[src/rtl/serial_arith_pkg.sv]
// Shared definitions for the bit-serial arithmetic blocks: FSM encoding and default width.
package serial_arith_pkg;

    localparam logic [1:0] ST_IDLE = 2'd0;
    localparam logic [1:0] ST_RUN  = 2'd1;
    localparam logic [1:0] ST_DONE = 2'd2;

    localparam int SER_WIDTH_DEF = 8;

    typedef enum logic [1:0] {
        S_IDLE = ST_IDLE,
        S_RUN  = ST_RUN,
        S_DONE = ST_DONE
    } ser_state_e;

endpackage

[src/rtl/full_subtractor.sv]
// One-bit full subtractor cell: d = x - y - bin, bout set when the bit position underflows.
module full_subtractor (
    input  logic x,
    input  logic y,
    input  logic bin,
    output logic d,
    output logic bout
);

    assign d    = x ^ y ^ bin;
    assign bout = (~x & y) | (~(x ^ y) & bin);

endmodule

[src/rtl/serial_subtractor.sv]
// Bit-serial unsigned subtractor, LSB first: one full_subtractor cell plus a registered borrow.
module serial_subtractor
    import serial_arith_pkg::*;
#(
    parameter int WIDTH = SER_WIDTH_DEF
) (
    input  logic             clk,
    input  logic             rst,
    input  logic             start,
    input  logic [WIDTH-1:0] a,
    input  logic [WIDTH-1:0] b,
    output logic             busy,
    output logic             done,
    output logic [WIDTH-1:0] diff,
    output logic             borrow_out
);

    localparam int CW = (WIDTH > 1) ? $clog2(WIDTH) : 1;
    localparam logic [CW-1:0] CNT_LAST = CW'(WIDTH - 1);

    ser_state_e       state_q;
    logic [WIDTH-1:0] a_sh_q;
    logic [WIDTH-1:0] b_sh_q;
    logic [WIDTH-1:0] res_sh_q;
    logic [WIDTH-1:0] res_sh_d;
    logic             bor_q;
    logic             bor_d;
    logic             d_bit;
    logic [CW-1:0]    cnt_q;
    logic [WIDTH-1:0] diff_q;
    logic             bout_q;

    full_subtractor u_cell (
        .x    (a_sh_q[0]),
        .y    (b_sh_q[0]),
        .bin  (bor_q),
        .d    (d_bit),
        .bout (bor_d)
    );

    // New result bit enters at the top so the LSB lands in bit 0 after WIDTH shifts.
    assign res_sh_d = {d_bit, res_sh_q[WIDTH-1:1]};

    always_ff @(posedge clk) begin
        if (rst) begin
            state_q  <= S_IDLE;
            a_sh_q   <= '0;
            b_sh_q   <= '0;
            res_sh_q <= '0;
            bor_q    <= 1'b0;
            cnt_q    <= '0;
            diff_q   <= '0;
            bout_q   <= 1'b0;
        end else begin
            case (state_q)
                S_IDLE: begin
                    if (start) begin
                        a_sh_q   <= a;
                        b_sh_q   <= b;
                        res_sh_q <= '0;
                        bor_q    <= 1'b0;
                        cnt_q    <= '0;
                        state_q  <= S_RUN;
                    end
                end
                S_RUN: begin
                    a_sh_q   <= a_sh_q >> 1;
                    b_sh_q   <= b_sh_q >> 1;
                    res_sh_q <= res_sh_d;
                    bor_q    <= bor_d;
                    cnt_q    <= cnt_q + 1'b1;
                    if (cnt_q == CNT_LAST) begin
                        diff_q  <= res_sh_d;
                        bout_q  <= bor_d;
                        state_q <= S_DONE;
                    end
                end
                S_DONE: begin
                    state_q <= S_IDLE;
                end
                default: begin
                    state_q <= S_IDLE;
                end
            endcase
        end
    end

    assign busy       = (state_q != S_IDLE);
    assign done       = (state_q == S_DONE);
    assign diff       = diff_q;
    assign borrow_out = bout_q;

endmodule

[config.mk]
export PLATFORM = sky130hd
export DESIGN_NAME = serial_subtractor
export DESIGN_NICKNAME = d
export VERILOG_FILES = /design/src/rtl/serial_arith_pkg.sv /design/src/rtl/full_subtractor.sv /design/src/rtl/serial_subtractor.sv
export SDC_FILE = /design/constraint.sdc
export NUM_CORES = 1
export LEC_CHECK = 0
export BUFFER_PORTS_ARGS = -buffer_cell sky130_fd_sc_hd__buf_2
export CORE_ASPECT_RATIO = 1.75
export CORE_MARGIN = 1.5
export CORE_UTILIZATION = 48
export CTS_CLUSTER_SIZE = 8
export DETAILED_ROUTE_END_ITERATION = 12
export PLACE_DENSITY = 0.76
export SLEW_MARGIN = 20
export SYNTH_ARGS = -nofsm -noshare
export SYNTH_HDL_FRONTEND = slang
export SYNTH_SLANG_ARGS = --single-unit
[constraint.sdc]
create_clock -name clk -period 1.5 [get_ports clk]
set_clock_uncertainty 0.15 [all_clocks]
set_input_delay 0.15 -clock clk [delete_from_list [all_inputs] [get_ports clk]]
set_output_delay 0.15 -clock clk [all_outputs]
set_load 0.02 [all_outputs]
==> impl_metrics.ini <==
[die]
io_pins = 30
die-height_um = 79.27
initial_core_util = 0.5024
rows = 27
core_area_sq_um = 3176
die_w_um = 46.58
dieArea_sq_um = 3692

[pwr]
powerDensity_nw_per_um2 = 1025
max-vdd-ir-drop_v = 0.0008449
p_leak_nw = 0.8662

[timing]
rsz0062_at_grt = no
report.final.slew_viol_count = 0
hold_viol_final = 0
min_period_ns = 1.410
slew-limit-headroom = 0.7023
setup-tns-final_ns = 0
setup_violations = 0
fin_crit_sh = 0.9398
tightest_slew_ns = 0.4465
max_freq_mhz = 709.4

[job]
maxCapViolations = 0

[cts]
clkLatencyLatePin_ns = 0.30
post_cts_buffers = 0
h-tree-depth = 2
cts_made_buffers = 5
cts_tree = yes
max-clock-path-buffers = 2
clkTransAtPathRegs_ns = 0.08
cts-root-buf = clkbuf_8
clkSinkCount = 38

[routing]
drc_errors = 0
dr.pass1.iters = 4
routed_wirelength_um = 3326
vias_per_cell = 5.167
ant_nets = 0
wl_per_cell_um = 13.20
num_vias = 1302
drt_iter0_drc = 31

[synth]
netlist_top_cells_area = dfxtp_1 (48%), o221a_1 (7.1%), a21oi_2 (6.0%)
ys_ff_latch = 38
seq_area_frac_synth = 0.4769
synth_fp_nets = 185
ys_warn_count = 0
ys_top_cells_by_count = dfxtp_1 (38), inv_1 (18), nor2_1 (18)
synth_edf_count = 0
synth_most_common_cell = dfxtp_1
yosysTopAreaCell = dfxtp_1
netlist_area_sq_um = 1595
async_flop_share = 0
yosysTopAreaCellShare = 0.4769
syn_avg_cell_area_sq_um = 9.787
synthFlopType = dfxtp_1
synth.distinct_cells = 24
syn_inst = 163

[placed_design]
dp_cells = 229
dpl_cell_area_sq_um = 1780
gp_congestion = 0.8017
io_buffers = 29
hpwlAfterDp_um = 2216

[worst_setup_path]
path_class = reg -> reg
cp_common_cell = ha_1
cp_num_buf_inv = 1
cpPeakStageDelay_ns = 0.33
crit_path_end_kind = flop
path_cells = ha_1 -> ha_1 -> buf_4 -> a211oi_1
critical_path.top_delay_family = adder cells
cp_slowest_cell = dfxtp_1
path_max_fanout = 9
worstPathRequired_ns = 1.55
worstSetupStartpointType = flop
cp_data_arrival_time_ns = 1.46

[cells_and_area]
design_area_sq_um = 2036
stdcell_count = 252
n_antenna_cell = 0
finalNetCount = 230
nFillCells = 287
areaGrowthSynthToFinish_pct = 27.61
drive_gt1_frac = 0.3014

[min_path]
hold_class = in -> reg

[grt]
grt_pass1_vias = 1287
overflow = 0
grt_max_degree = 34
gr-usage-all-layers = 0.2190
grt_pass1_wl_um = 5747
antenna_found_initial = 0

[run_status]
outcome = completed
==> path summary, 6_finish.rpt <==
check | startpoint | to | slack, ns | depth (start not counted)
worst max-delay path | cnt_q[0] | state_q[0] | 0.09 | 4
worst min-delay path | b[0] | b_sh_q[0] | 0.02 | 2
worst max register to register | cnt_q[0] | state_q[0] | 0.09 | 4
worst min register to register | diff[6] | diff[6] | 0.30 | 2
==> cell usage in the layout, fill, tap and decap left out <==
master / instances
dfxtp_1: 37
buf_2: 29
nor2_1: 18
inv_1: 18
dlygate4sd3_1: 15
a22oi_1: 12
a21oi_2: 11
a21oi_1: 11
o221a_1: 10
nand2_1: 9
nand3_1: 8
clkbuf_8: 6
o221a_2: 4
buf_4: 4
buf_12: 3
mux2i_1: 2
ha_1: 2
nor2b_1: 1
nor2b_4: 1
o21bai_2: 1
nand3b_4: 1
a211oi_1: 1
nor3b_1: 1
fa_1: 1
clkinvlp_4: 1
clkinv_2: 1
dfxtp_2: 1
==> repair_timing <==
action	CTS	global route
setup endpoints to repair	0	8
gates resized for setup	0	2
hold endpoints to repair	15	0
hold buffers	15	0
==> state kept, by name (all words and copies together), names as in the netlist <==
signal,count
borrow_out,1
diff,8
a_sh_q,8
bor_q,1
b_sh_q,8
cnt_q,3
res_sh_q,7
state_q,2
==> layer usage <==
metal,GRT usage,up-vias,share of wire
met1,0.2432,608,0.40
met2,0.3542,30,0.52
met3,0.05682,8,0.039
met5,0,-,0
met4,0.1314,0,0.034
li1,-,656,-
==> metrics by stage <==
stage          hold slack [ns]  setup slack (ns)  power, mW    util
2_1_floorplan           0.1608         0.0004986      1.277       -
3_3_place_gp            0.2558            0.1010      1.330  0.5607
3_5_place_dp            0.2707           0.05653      1.339  0.5607
4_1_cts               0.003860           0.04294      2.099  0.6379
5_1_grt               0.001137           0.02120      2.182  0.6411
6_report               0.01907           0.09033      2.087  0.6411
==> where the power goes <==
part           internal, mW  leakage, nW  switching, mW
clock network         0.369       0.0472          0.369
registers              1.05        0.311         0.0309
logic                 0.135        0.508          0.129
==> cells by family after synthesis <==
| family | after synthesis | synth area share |
|---|---|---|
| and+or+nand+nor | 39 | 0.1129 |
| DFF | 38 | 0.4769 |
| buffers and inverters | 31 | 0.1074 |
| muxes | 2 | 0.01255 |
| adders and majority gates | 3 | 0.02823 |
| AOI/OAI and AO/OA | 50 | 0.2620 |
==> area by class of cell <==
type / instances / area, sq um / share of cell area
inverters: 18 / 67.56 / 0.03319
repair buffers: 51 / 385.4 / 0.1893
well taps: 43 / 53.80 / 0.02643
flip-flops and latches: 38 / 762.0 / 0.3743
clock buffers: 6 / 82.58 / 0.04057
multi-input cells: 94 / 671.9 / 0.3301
clock inverters: 2 / 12.51 / 0.006146
Note: power is estimated with default switching activity, not from simulation.
